==> config.mk <==
export PLATFORM = sky130hd
export DESIGN_NAME = pic_ack_sequencer_flat
export DESIGN_NICKNAME = d
export VERILOG_FILES = /design/src/rtl/pic_ack_sequencer_if.sv /design/src/rtl/pic_ack_sequencer.sv /design/src/flat_wrapper.sv
export SDC_FILE = /design/constraint.sdc
export NUM_CORES = 1
export LEC_CHECK = 0
export ABC_AREA = 1
export CAP_MARGIN = 25
export CORE_AREA = 2 2 69 71
export DETAILED_ROUTE_END_ITERATION = 7
export DIE_AREA = 0 0 71 73
export PLACE_DENSITY = 0.46
export SLEW_MARGIN = 40
export SYNTH_ARGS = -nofsm -noshare
export SYNTH_HDL_FRONTEND = slang
export SYNTH_SLANG_ARGS = --single-unit
==> constraint.sdc <==
create_clock -name clk -period 1.56 [get_ports clk]
set_input_delay 0.234 -clock clk [delete_from_list [all_inputs] [get_ports clk]]
set_output_delay 0.234 -clock clk [all_outputs]
set_load 0.02 [all_outputs]
==> src/rtl/pic_ack_sequencer_if.sv <==
// CPU-pin / priority-resolver side bundle of the PIC acknowledge sequencer.
// The slave modport belongs to the sequencer; the master modport belongs to its environment.
interface pic_ack_sequencer_if;
    logic endOfinit;
    logic SNGL;
    logic en;
    logic cas_match;
    logic aeoi;
    logic int_req;
    logic inta_n;

    logic INT;
    logic imp1;
    logic endOfimp1;
    logic imp2;
    logic endOfimp2;
    logic data_oe;
    logic cas_oe;
    logic aeoi_clr;
    logic busy;
    logic err;

    modport slave (
        input  endOfinit, SNGL, en, cas_match, aeoi, int_req, inta_n,
        output INT, imp1, endOfimp1, imp2, endOfimp2, data_oe, cas_oe, aeoi_clr, busy, err
    );

    modport master (
        output endOfinit, SNGL, en, cas_match, aeoi, int_req, inta_n,
        input  INT, imp1, endOfimp1, imp2, endOfimp2, data_oe, cas_oe, aeoi_clr, busy, err
    );
endinterface

==> src/rtl/pic_ack_sequencer.sv <==
// 8259 interrupt-acknowledge sequencer: raises INT, synchronizes INTA and walks the
// two-pulse acknowledge cycle, producing registered strobes and bus-driver enables.
module pic_ack_sequencer #(
    parameter int unsigned GAP_TIMEOUT = 64,
    parameter int unsigned CNT_W       = 8
) (
    input  logic                 clk,
    input  logic                 rst,
    pic_ack_sequencer_if.slave   bus
);

    localparam logic [CNT_W-1:0] GAP_LAST = CNT_W'(GAP_TIMEOUT - 1);

    typedef enum logic [2:0] {
        S_IDLE,
        S_REQ,
        S_P1,
        S_GAP,
        S_P2
    } state_e;

    state_e             state_q, state_d;
    logic [CNT_W-1:0]   cnt_q, cnt_d;
    logic [2:0]         sync_q;
    logic               fall_c, rise_c;

    logic int_q,  int_d;
    logic imp1_q, imp1_d;
    logic eoi1_q, eoi1_d;
    logic imp2_q, imp2_d;
    logic eoi2_q, eoi2_d;
    logic doe_q,  doe_d;
    logic coe_q,  coe_d;
    logic aclr_q, aclr_d;
    logic busy_q, busy_d;
    logic err_q,  err_d;

    // Two-flop synchronizer plus one delay flop for edge detection
    always_ff @(posedge clk) begin
        if (rst) begin
            sync_q <= 3'b111;
        end else begin
            sync_q <= {sync_q[1:0], bus.inta_n};
        end
    end

    assign fall_c =  sync_q[2] & ~sync_q[1];
    assign rise_c = ~sync_q[2] &  sync_q[1];

    always_ff @(posedge clk) begin
        if (rst) begin
            state_q <= S_IDLE;
            cnt_q   <= '0;
            int_q   <= 1'b0;
            imp1_q  <= 1'b0;
            eoi1_q  <= 1'b0;
            imp2_q  <= 1'b0;
            eoi2_q  <= 1'b0;
            doe_q   <= 1'b0;
            coe_q   <= 1'b0;
            aclr_q  <= 1'b0;
            busy_q  <= 1'b0;
            err_q   <= 1'b0;
        end else begin
            state_q <= state_d;
            cnt_q   <= cnt_d;
            int_q   <= int_d;
            imp1_q  <= imp1_d;
            eoi1_q  <= eoi1_d;
            imp2_q  <= imp2_d;
            eoi2_q  <= eoi2_d;
            doe_q   <= doe_d;
            coe_q   <= coe_d;
            aclr_q  <= aclr_d;
            busy_q  <= busy_d;
            err_q   <= err_d;
        end
    end

    // Next state and next registered outputs; levels are decoded from the next state
    always_comb begin
        state_d = state_q;
        cnt_d   = cnt_q;
        imp1_d  = 1'b0;
        eoi1_d  = 1'b0;
        imp2_d  = 1'b0;
        eoi2_d  = 1'b0;
        aclr_d  = 1'b0;
        err_d   = 1'b0;

        unique case (state_q)
            S_IDLE: begin
                if (fall_c && !bus.int_req) begin
                    err_d = 1'b1;
                end else if (bus.endOfinit) begin
                    if (fall_c) begin
                        state_d = S_P1;
                        imp1_d  = 1'b1;
                    end else if (bus.int_req) begin
                        state_d = S_REQ;
                    end
                end
            end
            S_REQ: begin
                if (fall_c) begin
                    state_d = S_P1;
                    imp1_d  = 1'b1;
                end else if (!bus.int_req) begin
                    state_d = S_IDLE;
                end
            end
            S_P1: begin
                if (rise_c) begin
                    state_d = S_GAP;
                    eoi1_d  = 1'b1;
                    cnt_d   = '0;
                end
            end
            S_GAP: begin
                cnt_d = cnt_q + CNT_W'(1);
                if (fall_c) begin
                    state_d = S_P2;
                    imp2_d  = 1'b1;
                end else if (cnt_q == GAP_LAST) begin
                    state_d = S_IDLE;
                    err_d   = 1'b1;
                end
            end
            S_P2: begin
                if (rise_c) begin
                    state_d = S_IDLE;
                    eoi2_d  = 1'b1;
                    aclr_d  = bus.aeoi;
                end
            end
            default: begin
                state_d = S_IDLE;
            end
        endcase

        int_d  = (state_d == S_REQ);
        busy_d = (state_d == S_P1) || (state_d == S_GAP) || (state_d == S_P2);
        coe_d  = busy_d & bus.en & ~bus.SNGL;
        // Data bus stays driven through the endOfimp2 cycle
        doe_d  = ((state_d == S_P2) | eoi2_d) &
                 (bus.SNGL | (~bus.en & bus.cas_match));
    end

    assign bus.INT       = int_q;
    assign bus.imp1      = imp1_q;
    assign bus.endOfimp1 = eoi1_q;
    assign bus.imp2      = imp2_q;
    assign bus.endOfimp2 = eoi2_q;
    assign bus.data_oe   = doe_q;
    assign bus.cas_oe    = coe_q;
    assign bus.aeoi_clr  = aclr_q;
    assign bus.busy      = busy_q;
    assign bus.err       = err_q;

endmodule
==> src/flat_wrapper.sv <==
// flat-port wrapper written by rule: the top's interface ports become plain ports
module pic_ack_sequencer_flat 
#(
    parameter int unsigned GAP_TIMEOUT = 64,
    parameter int unsigned CNT_W       = 8
)
  (clk, rst, bus_endOfinit, bus_SNGL, bus_en, bus_cas_match, bus_aeoi, bus_int_req, bus_inta_n, bus_INT, bus_imp1, bus_endOfimp1, bus_imp2, bus_endOfimp2, bus_data_oe, bus_cas_oe, bus_aeoi_clr, bus_busy, bus_err);
  pic_ack_sequencer_if bus_i ();
  input  logic clk;
  input  logic rst;
  input wire logic [$bits(bus_i.endOfinit)-1:0] bus_endOfinit;
  input wire logic [$bits(bus_i.SNGL)-1:0] bus_SNGL;
  input wire logic [$bits(bus_i.en)-1:0] bus_en;
  input wire logic [$bits(bus_i.cas_match)-1:0] bus_cas_match;
  input wire logic [$bits(bus_i.aeoi)-1:0] bus_aeoi;
  input wire logic [$bits(bus_i.int_req)-1:0] bus_int_req;
  input wire logic [$bits(bus_i.inta_n)-1:0] bus_inta_n;
  output wire logic [$bits(bus_i.INT)-1:0] bus_INT;
  output wire logic [$bits(bus_i.imp1)-1:0] bus_imp1;
  output wire logic [$bits(bus_i.endOfimp1)-1:0] bus_endOfimp1;
  output wire logic [$bits(bus_i.imp2)-1:0] bus_imp2;
  output wire logic [$bits(bus_i.endOfimp2)-1:0] bus_endOfimp2;
  output wire logic [$bits(bus_i.data_oe)-1:0] bus_data_oe;
  output wire logic [$bits(bus_i.cas_oe)-1:0] bus_cas_oe;
  output wire logic [$bits(bus_i.aeoi_clr)-1:0] bus_aeoi_clr;
  output wire logic [$bits(bus_i.busy)-1:0] bus_busy;
  output wire logic [$bits(bus_i.err)-1:0] bus_err;
  assign bus_i.endOfinit = bus_endOfinit;
  assign bus_i.SNGL = bus_SNGL;
  assign bus_i.en = bus_en;
  assign bus_i.cas_match = bus_cas_match;
  assign bus_i.aeoi = bus_aeoi;
  assign bus_i.int_req = bus_int_req;
  assign bus_i.inta_n = bus_inta_n;
  assign bus_INT = bus_i.INT;
  assign bus_imp1 = bus_i.imp1;
  assign bus_endOfimp1 = bus_i.endOfimp1;
  assign bus_imp2 = bus_i.imp2;
  assign bus_endOfimp2 = bus_i.endOfimp2;
  assign bus_data_oe = bus_i.data_oe;
  assign bus_cas_oe = bus_i.cas_oe;
  assign bus_aeoi_clr = bus_i.aeoi_clr;
  assign bus_busy = bus_i.busy;
  assign bus_err = bus_i.err;
  pic_ack_sequencer #(.GAP_TIMEOUT(GAP_TIMEOUT), .CNT_W(CNT_W)) u_core (.clk(clk), .rst(rst), .bus(bus_i));
endmodule
==> key figures <==
Cells and area
  – Area added between synthesis and finish: 29.63%
  – Filler Cells Inserted: 486
  – Commonest non-fill, non-tap cell in the layout: sky130_fd_sc_hd__nand2_1
  – Area used by multi-input combinational logic: 485.5 um^2
  – Count of antenna diodes in the layout: 0
  – Fraction of layout cells with a size suffix above 1: 15.88%
  – Number of nets in the finished design: 181
  – Commonest cells after routing, fill and taps aside: sky130_fd_sc_hd__nand2_1, sky130_fd_sc_hd__dfxtp_1, sky130_fd_sc_hd__inv_1, sky130_fd_sc_hd__nor2_1, sky130_fd_sc_hd__clkdlybuf4s50_1
  – Area taken by flip-flops and latches: 480.5 um^2
  – Final standard cell count with taps included and fillers excluded: 224

STA
  – Maximum operating frequency: 704.4 MHz
  – Slew HR: 81.61%
  – Final Hold Fails: 0
  – Unrepaired setup endpoints after global routing: false
  – Total setup violations reported at the end of the flow: 0
  – Setup total negative slack: 0 ns
  – Period minus WS final: 1.420 ns
  – Fin Clk Skew: 0.005038 ns
  – Pin slew with the least headroom to its limit: 0.2755 ns
  – Final worst path period share: 91.00%
  – Final count of pins violating max slew: 0
  – Worst Setup Slack, final: 0.1403 ns

Power
  – Gate power share: 8.8%
  – Sequential power share: 54.9%
  – Total power after layout: 1.153 mW
  – Net switching power: 0.2558 mW
  – Power per standard cell area: 839.2 mW/mm^2
  – Switching portion of total power: 22.19%
  – Maximum vdd drop: 0.2409 mV
  – Clk network pwr share: 36.4%
  – Internal power component: 0.8971 mW
  – LEAKAGE: 0.5899 nW

CTS
  – Post-CTS resize count: 0
  – Post CTS Setup Buffer Count: 0
  – Num Clock Sinks: 24
  – Clock root buffer: sky130_fd_sc_hd__clkbuf_8
  – Clock edge transition at the registers on the reported setup and hold paths: 0.08 ns
  – Maximum buffer depth of the clock tree: 2
  – Number of H-tree levels: 1
  – Number of buffers added by the clock tree synthesis step: 3
  – TritonCTS clock tree: done
  – Number of buffers inserted for hold repair after clock tree synthesis: 0
  – Worst-skew pair later-pin latency: 0.27 ns

Setup path
  – Critical path startpoint category: flop
  – Worst-case reg-to-reg path depth: 8
  – Reg-to-Reg End: u_core.bus.INT
  – Setup crit end kind: output pin
  – CP max FO: 1
  – Cell with the largest stage delay on the worst path: sky130_fd_sc_hd__clkdlybuf4s50_1
  – Worst reg2reg path startpoint: u_core.cnt_q[0]
  – Peak per-stage delay on the critical path: 0.60 ns
  – Data arrival time of the worst path: 1.19 ns
  – Cell-by-cell trace of the critical path: clkdlybuf4s50_1
  – Count of buffer and inverter cells on the critical path: 1
  – Critical Path RT: 1.33 ns
  – CP top delay family: buffers and inverters
  – Worst reg2reg setup slack: 0.19 ns
  – Category of the critical setup timing path: flop to output pin

Synth
  – Post-synthesis compound-gate area fraction: 7.084%
  – Total standard cell area after synthesis: 0.001060 mm^2
  – Share of the synthesized netlist area taken by xor and xnor gates: 0%
  – Basic-gate share of the synthesized area counting and, or, nand and nor cells: 37.54%
  – Post-synthesis sequential area ratio: 45.34%
  – Yosys cell types: 18
  – Mapped Nets: 157
  – Largest family of logic cells by synthesized area: simple AND/OR/NAND/NOR gates
  – Number of warning messages in the yosys log: 0
  – Seq cells post-synth: 24
  – Number of standard cells after synthesis: 147
  – Mux cell area share after synthesis: 0%
  – Mean post-synth cell area: 7.209 um^2
  – Post-synthesis adder-cell area fraction: 1.181%

Die
  – Effective utilization at floorplan: 23.37%
  – DIE WIDTH: 71 um
  – I/O pin count: 19
  – FP Rows: 25
  – Core area: 0.004536 mm^2
  – Die boundary height: 73 um
  – Area of the die: 0.005183 mm^2

GRT
  – Number of global-route vias before repair: 930
  – Global route total overflow: 0
  – First-pass GRT wire length: 4043 um
  – Gr usage total: 9.847%
  – Antenna violations before repair: 0
  – Largest net degree at the start of global routing: 14

Placed design
  – Placer's final routability congestion estimate: 0.8594
  – Cell total after placement: 220
  – Number of port buffers: 18
  – HPWL after DPL: 1751 um
  – Worst slack, placed: 0.1621 ns

Detailed routing
  – Detailed-route vias per instance: 4.196
  – Via count: 940
  – Number of antenna-violating nets in the routed design: 0
  – Post-route DRC: 0
  – Routed wire per std cell: 10.13 um
  – Initial DRC Count: 60
  – Total wire length: 2270 um
  – Drt pass-1 iters: 4

Hold path
  – Hold path startpoint: u_core.sync_q[0]
  – Worst Hold End: u_core.sync_q[1]
  – Worst min path class: flop to flop
  – Hold Path Depth: 1

Flow run
  – Max-cap viol count: 0

Run status
  – Status: finished clean
## state kept, by name, summed over array words and instances (netlist names)
name / count
u_core.cnt_q: 8
u_core.state_q: 3
u_core.sync_q: 3
u_core.bus.INT: 1
u_core.bus.aeoi_clr: 1
u_core.bus.busy: 1
u_core.bus.cas_oe: 1
u_core.bus.data_oe: 1
u_core.bus.endOfimp1: 1
u_core.bus.endOfimp2: 1
u_core.bus.err: 1
u_core.bus.imp1: 1
u_core.bus.imp2: 1
## cell type report
cell class,count,area share (%)
Multi-Input combinational cell,98,35.34
Sequential cell,24,34.97
Timing Repair Buffer,20,14.21
Inverter,24,6.557
Tap cell,54,4.918
Clock buffer,4,4.007
## kinds of logic (layout without fill, tap and decap cells)
group	after synthesis	in the layout
compound gates	15	15
fa+ha+maj	1	1
buf+inv	25	48
flops	24	24
simple gates	82	82
## Yosys cell counts
cell / instances / area [um^2]
sky130_fd_sc_hd__clkbuf_1: 1 / 3.750
sky130_fd_sc_hd__nor2_4: 2 / 22.52
sky130_fd_sc_hd__dfxtp_1: 24 / 480.5
sky130_fd_sc_hd__inv_1: 21 / 78.83
sky130_fd_sc_hd__ha_1: 1 / 12.51
sky130_fd_sc_hd__nand3_1: 8 / 40.04
sky130_fd_sc_hd__nor2_2: 6 / 37.54
sky130_fd_sc_hd__nor3_1: 2 / 10.01
sky130_fd_sc_hd__nor3_2: 2 / 20.02
sky130_fd_sc_hd__nand4_1: 3 / 18.77
sky130_fd_sc_hd__nor2_1: 21 / 78.83
sky130_fd_sc_hd__or2_2: 3 / 18.77
sky130_fd_sc_hd__o21ai_0: 5 / 25.02
sky130_fd_sc_hd__inv_2: 3 / 11.26
sky130_fd_sc_hd__a21oi_1: 10 / 50.05
sky130_fd_sc_hd__nand2_1: 30 / 112.6
sky130_fd_sc_hd__nand3_2: 2 / 20.02
sky130_fd_sc_hd__nand2_2: 3 / 18.77
## routing by layer
layer	vias up	share of wire, %	wire length, um	GRT usage (%)
met1	413	51	1153	12.61
met5	-	0	0	0
met2	18	44	996	15.68
li1	504	-	-	-
met3	5	2.5	56	1.243
met4	0	2.8	63	6.289
## power by group through the flow
stage | Sequential (mW) | Clock, mW | Combinational [mW]
after floorplan | 0.651 | 0 | 0.0493
after global placement | 0.648 | 0 | 0.103
after detailed placement | 0.647 | 0 | 0.102
after CTS | 0.633 | 0.439 | 0.103
after global routing | 0.635 | 0.467 | 0.113
final | 0.633 | 0.419 | 0.101
## how the worst max path moves through the flow
stage          cells after the start  slack (ns)       startpoint           endpoint
6_report                           1        0.14  u_core.bus.imp2           bus_imp2
4_1_cts                            1        0.12  u_core.bus.busy           bus_busy
3_3_place_gp                       9        0.19      bus_int_req  u_core.bus.cas_oe
2_1_floorplan                      8        0.38  u_core.cnt_q[0]     u_core.bus.INT
5_1_grt                            8       0.008  u_core.cnt_q[0]     u_core.bus.INT
3_5_place_dp                       9        0.16      bus_int_req  u_core.bus.cas_oe
## stage by stage
stage	cell area (um^2)	hold slack, ns	util (%)
final	1374	0.4240	30.29
after global routing	1374	0.4586	30.29
after CTS	1374	0.4270	30.29
after detailed placement	1319	0.4061	29.08
after global placement	1319	0.3929	29.08
after floorplan	1060	0.3059	-
Note: power is estimated with default switching activity, not from simulation.
